**src/rtl/phase_transition_sequencer.sv**
```systemverilog
// Phase transition sequencer: turns the upstream one-hot green grant into
// four lamp codes, inserting a timed amber and an all-red clearance phase
// whenever the granted direction changes. Invalid grants force all-red.
//
// state  | meaning
// -------+---------------------------------------------------------------
// ALLRED | clearance; every lamp red; waits CLEAR_TICKS, then for a valid grant
// GREEN  | lamp of cur is green; left as soon as grant differs from cur
// AMBER  | lamp of cur is amber for AMBER_TICKS; grant ignored meanwhile

module phase_transition_sequencer #(
  parameter int unsigned AMBER_TICKS = 3,
  parameter int unsigned CLEAR_TICKS = 1,
  parameter int unsigned CNT_W       = 4
) (
  input  logic       clk,
  input  logic       rst_n,
  input  logic       tick,
  input  logic [3:0] grant,
  output logic [1:0] out0,
  output logic [1:0] out1,
  output logic [1:0] out2,
  output logic [1:0] out3,
  output logic       busy,
  output logic       fault
);

  typedef enum logic [1:0] {
    ST_ALLRED = 2'd0,
    ST_GREEN  = 2'd1,
    ST_AMBER  = 2'd2
  } state_t;

  localparam logic [1:0] LAMP_GRN = 2'b01;
  localparam logic [1:0] LAMP_AMB = 2'b11;
  localparam logic [1:0] LAMP_RED = 2'b10;

  localparam logic [CNT_W-1:0] AMBER_LOAD = CNT_W'(AMBER_TICKS);
  localparam logic [CNT_W-1:0] CLEAR_LOAD = CNT_W'(CLEAR_TICKS);
  localparam logic [CNT_W-1:0] CNT_ONE    = CNT_W'(1);
  localparam logic [CNT_W-1:0] CNT_ZERO   = '0;

  state_t           state_q, state_d;
  logic [CNT_W-1:0] cnt_q, cnt_d;
  logic [3:0]       cur_q, cur_d;
  logic [1:0]       out0_q, out0_d;
  logic [1:0]       out1_q, out1_d;
  logic [1:0]       out2_q, out2_d;
  logic [1:0]       out3_q, out3_d;
  logic             busy_q, busy_d;
  logic             fault_q, fault_d;

  logic             grant_onehot;
  logic             cnt_expire;
  logic [1:0]       lit_code;

  // Grant validity and phase expiry qualifiers.
  always_comb begin
    grant_onehot = (grant != 4'b0000) && ((grant & (grant - 4'd1)) == 4'b0000);
    cnt_expire   = tick && (cnt_q == CNT_ONE);
  end

  // Next-state logic: phase sequencing and the phase down-counter.
  always_comb begin
    state_d = state_q;
    cnt_d   = cnt_q;
    cur_d   = cur_q;
    case (state_q)
      ST_ALLRED: begin
        // cnt==0 marks "clearance already served, waiting for a valid
        // grant"; in that case the grant is re-checked every clock.
        if (cnt_q == CNT_ZERO || cnt_expire) begin
          if (grant_onehot) begin
            state_d = ST_GREEN;
            cur_d   = grant;
          end else begin
            cnt_d = CNT_ZERO;
          end
        end else if (tick) begin
          cnt_d = cnt_q - CNT_ONE;
        end
      end
      ST_GREEN: begin
        // Any deviation from the held grant, valid or not, ends green.
        // A tick on this clock is absorbed by the fresh amber load.
        if (grant != cur_q) begin
          state_d = ST_AMBER;
          cnt_d   = AMBER_LOAD;
        end
      end
      ST_AMBER: begin
        if (cnt_expire) begin
          state_d = ST_ALLRED;
          cnt_d   = CLEAR_LOAD;
        end else if (tick) begin
          cnt_d = cnt_q - CNT_ONE;
        end
      end
      default: begin
        state_d = ST_ALLRED;
        cnt_d   = CLEAR_LOAD;
        cur_d   = 4'b0000;
      end
    endcase
  end

  // Output decode from the next state so lamps register alongside the state.
  // Grant bit2 is south (out3) and bit3 is north (out2).
  always_comb begin
    out0_d   = LAMP_RED;
    out1_d   = LAMP_RED;
    out2_d   = LAMP_RED;
    out3_d   = LAMP_RED;
    lit_code = LAMP_RED;
    if (state_d == ST_GREEN) begin
      lit_code = LAMP_GRN;
    end else if (state_d == ST_AMBER) begin
      lit_code = LAMP_AMB;
    end
    if (cur_d[0]) out0_d = lit_code;
    if (cur_d[1]) out1_d = lit_code;
    if (cur_d[3]) out2_d = lit_code;
    if (cur_d[2]) out3_d = lit_code;
    busy_d  = (state_d != ST_GREEN);
    fault_d = !grant_onehot;
  end

  // State, counter and registered outputs; reset forces a safe all-red.
  always_ff @(posedge clk or negedge rst_n) begin
    if (!rst_n) begin
      state_q <= ST_ALLRED;
      cnt_q   <= CLEAR_LOAD;
      cur_q   <= 4'b0000;
      out0_q  <= LAMP_RED;
      out1_q  <= LAMP_RED;
      out2_q  <= LAMP_RED;
      out3_q  <= LAMP_RED;
      busy_q  <= 1'b1;
      fault_q <= 1'b0;
    end else begin
      state_q <= state_d;
      cnt_q   <= cnt_d;
      cur_q   <= cur_d;
      out0_q  <= out0_d;
      out1_q  <= out1_d;
      out2_q  <= out2_d;
      out3_q  <= out3_d;
      busy_q  <= busy_d;
      fault_q <= fault_d;
    end
  end

  assign out0  = out0_q;
  assign out1  = out1_q;
  assign out2  = out2_q;
  assign out3  = out3_q;
  assign busy  = busy_q;
  assign fault = fault_q;

endmodule
```
**config.mk**
```make
export PLATFORM = sky130hd
export DESIGN_NAME = phase_transition_sequencer
export DESIGN_NICKNAME = d
export VERILOG_FILES = /design/src/rtl/phase_transition_sequencer.sv
export SDC_FILE = /design/constraint.sdc
export NUM_CORES = 1
export LEC_CHECK = 0
export ABC_AREA = 1
export CAP_MARGIN = 15
export CELL_PAD_IN_SITES_DETAIL_PLACEMENT = 0
export CELL_PAD_IN_SITES_GLOBAL_PLACEMENT = 1
export CORE_MARGIN = 1.5
export CORE_UTILIZATION = 35
export DETAILED_ROUTE_END_ITERATION = 16
export GPL_ROUTABILITY_DRIVEN = 0
export PLACE_DENSITY_LB_ADDON = 0.1
export SKIP_CTS_REPAIR_TIMING = 1
export SYNTH_ARGS = -nofsm -noshare
export SYNTH_HDL_FRONTEND = slang
export SYNTH_SLANG_ARGS = --single-unit
```
**constraint.sdc**
```tcl
create_clock -name clk -period 1.6 [get_ports clk]
set_input_delay 0.16 -clock clk [delete_from_list [all_inputs] [get_ports clk]]
set_output_delay 0.16 -clock clk [all_outputs]
set_load 0.1 [all_outputs]
```
======== Word level (Yosys, flattened, before mapping) ========
Index checks and enable logic that the tools add are counted.
operators by class
  multiplexer cells ....................... 20
  shift operators ......................... 0
  divide/modulo/power cells ............... 0
  magnitude comparators ................... 0
  multiply operators ...................... 0
  reductions and logical operators ........ 10
  add/subtract/negate cells ............... 2
  equality and inequality tests ........... 9
  bitwise gates (word level) .............. 1
operators with widths
  kind                                                   count
  2-to-1 mux 4 bit                                       7
  2-to-1 mux 2 bit                                       9
  one-hot mux 4 bit (3 select lines)                     1
  zero test 4 bit                                        2
  one-hot mux 4 bit (2 select lines)                     1
  subtractor 4 x 1 -> 4 bit, second input constant       2
  one-hot mux 2 bit (3 select lines)                     1
  bitwise AND 4 bit                                      1
  == test 2 x 1 -> 1 bit, second input constant          2
  == test 2 bit, second input constant                   2
  == test 4 x 1 -> 1 bit, second input constant          1
  inequality test 4 bit                                  1
  nonzero test 4 bit                                     1
  inequality test 3 bit, second input constant           1
  logical AND 1 bit                                      2
  zero test 2 bit                                        1
  inequality test 2 x 1 -> 1 bit, second input constant  1
  inequality test 2 bit, second input constant           1
  AND reduction 2 bit                                    1
  OR reduction 2 bit                                     1
  zero test 1 bit                                        1
  logical OR 1 bit                                       1
  2-to-1 mux 1 bit                                       1
storage, ports and cells
  register bits after elaboration ......... 20
  ROM bits ................................ 0
  input port bits ......................... 7
  memory bits (writable) .................. 0
  memories kept ........................... 0
  output and inout bits ................... 10
  logic and storage cells ................. 51
  latch bits .............................. 0

======== Depth between registers and ports, before layout ========
  word-level depth ........................ 11
  mapped depth ............................ 13
  mapped depth without buffers ............ 13

======== Worst setup path before layout ========
No wires, ideal clock.
  path type ............................... flip-flop to flip-flop
  start point ............................. register cnt_q[0]
  end point ............................... register out0_q[0] (netlist: out0[0])
  required time ........................... 1528 ps
  stages on the path, launching flop included .. 12
  arrival ................................. 1741 ps
  library setup time ...................... 72 ps
  buffers on the path ..................... 0
  period minus slack after synthesis ...... 1813 ps
  slack ................................... -213 ps
  cell sequence ........................... dfstp_2 ha_1 inv_1 nor2_1 nand2_2 nand2_4 nand3_4 nor2_8 nor2_1 nor2_1 ha_1 nor2_1
on the way
  word-level cells in the longest chain between the ends .. 9
  elaborated cells between the ends (all ways) .. 14
  those cells by class .................... eq/ne (3); mux (8); reduce/logical (3)
ends and longest elaborated chain
  item                                    RTL line  source
  from (decl)                             44        logic [CNT_W-1:0] cnt_q, cnt_d;
  from (signal assigned)                  142       cnt_q <= cnt_d;
  == test 4 x 1 -> 1 bit                  60        cnt_expire = tick && (cnt_q == CNT_ONE);
  logical AND 1 bit                       60
  logical OR 1 bit                        72        if (cnt_q == CNT_ZERO || cnt_expire) begin
  2-to-1 mux 2 bit                        72
  one-hot mux 2 bit (3 select lines) (*)  68        case (state_q)
  via state_d[0]                          43        state_t state_q, state_d;
  == test 2 bit                           117       end else if (state_d == ST_AMBER) begin
  2-to-1 mux 1 bit                        117
  2-to-1 mux 2 bit (*)                    115       if (state_d == ST_GREEN) begin
  2-to-1 mux 2 bit (*)                    120       if (cur_d[0]) out0_d = lit_code;
  via out0_d[0]                           46        logic [1:0] out0_q, out0_d;
  to (signal assigned)                    144       out0_q <= out0_d;
  to (decl)                               46
The timed path passes the listed nets; every way through them passes the cells marked *.
A chain may end at the register's enable or synchronous reset.

======== Final worst setup path ========
  start point ............................. register cnt_q[0]
  end point ............................... register out2_q[0] (netlist: out2[0])
on the way
  word-level cells in the longest chain between the ends .. 9
  elaborated cells between the ends (all ways) .. 14
  those cells by class .................... eq/ne (3); mux (8); reduce/logical (3)
ends and longest elaborated chain
  item                                RTL line  source
  == test 4 x 1 -> 1 bit              60
  logical AND 1 bit                   60
  logical OR 1 bit                    72
  2-to-1 mux 2 bit                    72
  one-hot mux 2 bit (3 select lines)  68
  == test 2 bit                       117
  2-to-1 mux 1 bit                    117
  2-to-1 mux 2 bit                    115
  2-to-1 mux 2 bit (*)                122       if (cur_d[3]) out2_d = lit_code;
  via out2_d[0]                       48        logic [1:0] out2_q, out2_d;
  to (signal assigned)                146       out2_q <= out2_d;
  to (decl)                           48
Marks and branches as above.

==> impl_results.rst <==
.. list-table::
   :header-rows: 1

   * - Metric
     - Value
   * - Wire per inst
     - approximately 11 um
   * - Cell mode on critical path
     - sky130_fd_sc_hd__nand3_2
   * - DP Area
     - about 0.0016 mm^2
   * - Launch point of the worst path
     - cnt_q[0]
   * - Top-level I/O count
     - 17
   * - Area of the multi-input gates
     - 666 um^2
   * - Cell area after layout
     - around 0.0018 mm^2
   * - Ratio of cells with drive above 1 in the final layout
     - around 44%
   * - Ratio of total power to cell area
     - approximately 1900 mW/mm^2
   * - Post-synthesis instance area
     - roughly 0.0012 mm^2
   * - Max Slew Vio Count
     - 0
   * - Final-report setup violation count
     - 18
   * - Least setup slack across all paths after layout
     - -284 ps
   * - Via density
     - approximately 4.4
   * - Routed via count
     - around 1000
   * - Clock-pin slew on the worst setup and hold paths
     - approximately 110 ps
   * - Final period util
     - 118%
   * - Synth Instances
     - 140
   * - Clock tree from TritonCTS
     - yes
   * - Capture point of the worst reg-to-reg path
     - out2[0]
   * - Remaining number of nets flagged by the antenna check after routing
     - 0
   * - Number of nets produced by synthesis
     - around 150
   * - RSZ-0062 raised after global routing
     - yes
   * - Critical Path, Cell by Cell
     - inv_1, ha_1, nand3_2, nand2_4, nand3_4, nand2_2, nand3_1, nand3_2, ha_4, nor2_2
   * - Delay of the slowest cell on the worst path
     - ~560 ps
   * - Worst reg2reg setup slack
     - -280 ps
   * - Aggregate routed wire length
     - around 2.6 mm
   * - Area share of fa/ha/maj cells after synthesis
     - about 7.6%
   * - Number of failing hold endpoints at the final stage
     - 0
   * - Initial cell density of the core
     - a little under two fifths
   * - Final critical-path required period
     - 1880 ps
   * - Number of antenna violations at the first check in global routing
     - 0
   * - Global-route usage over all layers
     - between 10% and 20%
   * - Pin count of the biggest net entering global routing
     - 21
   * - Core Rows
     - 20
   * - CP required
     - between 1500 and 2000 ps
   * - Max transition margin
     - between 80 and 90%
   * - Number of cells in the finished layout apart from fillers
     - ~230
   * - Clock buffer depth
     - 2
   * - Simple logic cell fraction of the synthesized area
     - between 30% and 40%
   * - Clk Tree Root Cell
     - sky130_fd_sc_hd__clkbuf_4
   * - Vias in the first global route
     - 940
   * - Die H
     - approximately 60 um
   * - Die outline area
     - between 0.003 and 0.004 mm^2
   * - Clock Latency Late Sink
     - 300 ps
   * - Synth Area in Compound Gates
     - between 3 and 4%
   * - Tightest Pin Transition
     - 258 ps
   * - Failing checks
     - setup timing
   * - Clock Sink Count
     - 20
   * - Master of the slowest instance on the critical path
     - sky130_fd_sc_hd__dfstp_2
   * - Mux contribution to synthesized area
     - 0%
   * - Largest fanout of any net on the critical path
     - 4
   * - Number of nets in the finished design
     - 196
   * - Post-synthesis cell type count
     - 22
   * - Post-route DRC violation count
     - 0
   * - #FFs+latches synth
     - 20
   * - Cell depth of the worst flop-to-flop path
     - 10
   * - Layout filler cell count
     - 321
   * - Total of buffers placed on input and output ports
     - 16
   * - Worst hold slack across all endpoints
     - 187 ps
   * - Placed wire-length estimate after detailed placement
     - about 1.9 mm
   * - Max Cap Viol
     - 0
   * - # H-tree levels
     - 1
   * - Maximum frequency from static timing analysis
     - between 500 and 600 MHz
   * - Category of the worst setup path capture point
     - register
   * - Critical path data arrival time
     - between 2000 and 2500 ps
   * - Placed instance count
     - 217
   * - Count of antenna diodes in the layout
     - 0
   * - Yosys synthesis warning count
     - 0
   * - Maximum vdd drop
     - about 0.0011 V
   * - Critical path class
     - register to register
   * - Clock Skew
     - 3.54 ps
   * - Startpoint of the lowest-slack register-to-register path
     - cnt_q[0]
   * - Mean instance size in the synthesized netlist
     - between 8 and 9 um^2
   * - Post-synthesis to final-layout area growth
     - 56.2%
   * - First-pass GRT wire length
     - between 4 and 5 mm
   * - Kind of start point of the critical path
     - register
   * - Register area
     - a little over 500 um^2
   * - Part of the Yosys area used for sequential elements
     - about 44%
   * - Number of detailed-routing iterations run before antenna repair
     - 4
   * - Core Area
     - slightly above 0.003 mm^2
   * - Buf+Inv Stages, Crit Path
     - 1
   * - Type of the most critical hold path
     - primary input to asynchronous set/reset pin
   * - Drt initial violations
     - 47
   * - Cell family with most CP delay
     - simple AND/OR/NAND/NOR gates
   * - Lkg Pwr
     - roughly 0.00091 uW
   * - Total global routing overflow
     - 0
   * - Number of buffers created by CTS
     - 3
   * - Die W
     - 60.4 um
   * - Xor/xnor share of the synthesized area
     - under 10%
   * - Largest family of logic cells by synthesized area
     - simple AND/OR/NAND/NOR gates
   * - Result of the run
     - finished with violations
power breakdown:
group	total (uW)	switching, uW	internal (uW)	leakage [uW]
combinational	2250	1310	938	0.000629
sequential	821	133	688	0.000249
clock	408	155	253	0.0000279
sequential cells by signal, summed over array words and instances (netlist names):
signal,flops
cur_q,4
out1,2
out0,2
fault,1
state_q,2
busy,1
out2,2
out3,2
cnt_q,4
how the worst max path moves through the flow:
stage	to	slack [ps]	cells after the start
after floorplan	out0[0]	-210	11
after global placement	out2[0]	-330	10
after detailed placement	out0[0]	-350	11
after CTS	out0[0]	-340	10
after global routing	out1[0]	-380	10
final	out2[0]	-280	10
cell families (layout without fill, tap and decap cells):
logic type,count (synthesis),after routing
AND/OR/NAND/NOR,73,73
buffers and inverters,25,66
flip-flops,20,20
AO/OA/AOI/OAI,8,8
adder cells (fa/ha/maj),7,7
XOR/XNOR,7,7
metal layers:
layer | track usage [%] | routed length, um | vias up
met5 | 0 | 0 | -
li1 | - | - | 511
met3 | 1.28 | 48 | 2
met1 | 18.2 | 1080 | 474
met2 | 27.6 | 1410 | 12
met4 | 5.71 | 19 | 0
layout make-up:
| type | count | share of cell area [%] |
|---|---|---|
| flip-flops and latches | 20 | 28.2 |
| multi-input cells | 95 | 37.0 |
| clock buffers | 3 | 1.25 |
| well taps | 44 | 3.06 |
| repair buffers | 38 | 23.8 |
| clock inverters | 1 | 1.67 |
| inverters | 24 | 5.00 |
worst reg2reg max path, delay by kind of cell, from the launching register on:
family	cells	cell delay, ps
and+or+nand+nor	7	610
buffers and inverters	1	60
adders and majority gates	2	570
DFF	1	560
cell usage after synthesis, drive strengths merged:
cell type	n	area [um^2]
xnor2	2	17.5
xor2	5	43.8
dfstp	6	158
ha	7	87.6
nand4	2	12.5
nand2	43	174
nor2	14	83.8
dfrtp	14	350
o21ai	7	35.0
buf	1	5.00
a21boi	1	7.51
nand3	12	77.6
inv	24	90.1
nor3	2	10.0
layout by cell type, fill, tap and decap left out, types with 4 or more instances in the layout:
cell type                         instances
sky130_fd_sc_hd__dfstp_2                  6
sky130_fd_sc_hd__inv_2                    7
sky130_fd_sc_hd__o21ai_1                  4
sky130_fd_sc_hd__dfrtp_1                 14
sky130_fd_sc_hd__nor2_1                   4
sky130_fd_sc_hd__nand2_1                 32
sky130_fd_sc_hd__nand2_2                  8
sky130_fd_sc_hd__nor2_4                   8
sky130_fd_sc_hd__xor2_1                   5
sky130_fd_sc_hd__nand3_1                  6
sky130_fd_sc_hd__clkdlybuf4s50_1          6
sky130_fd_sc_hd__inv_1                   17
sky130_fd_sc_hd__buf_12                  10
sky130_fd_sc_hd__buf_4                   21
sky130_fd_sc_hd__ha_1                     5
sky130_fd_sc_hd__nand3_2                  5
through the flow:
step / util, % / total power (uW) / setup WS [ps] / setup TNS [ps]
after floorplan: - / 2010 / -207 / -1570
after global placement: 51.5 / 2680 / -331 / -3510
after detailed placement: 51.5 / 2700 / -353 / -4060
after CTS: 53.2 / 3120 / -339 / -3870
after global routing: 58.0 / 3710 / -383 / -4970
final: 58.0 / 3480 / -284 / -3040
(Power assumes the default switching activity.)
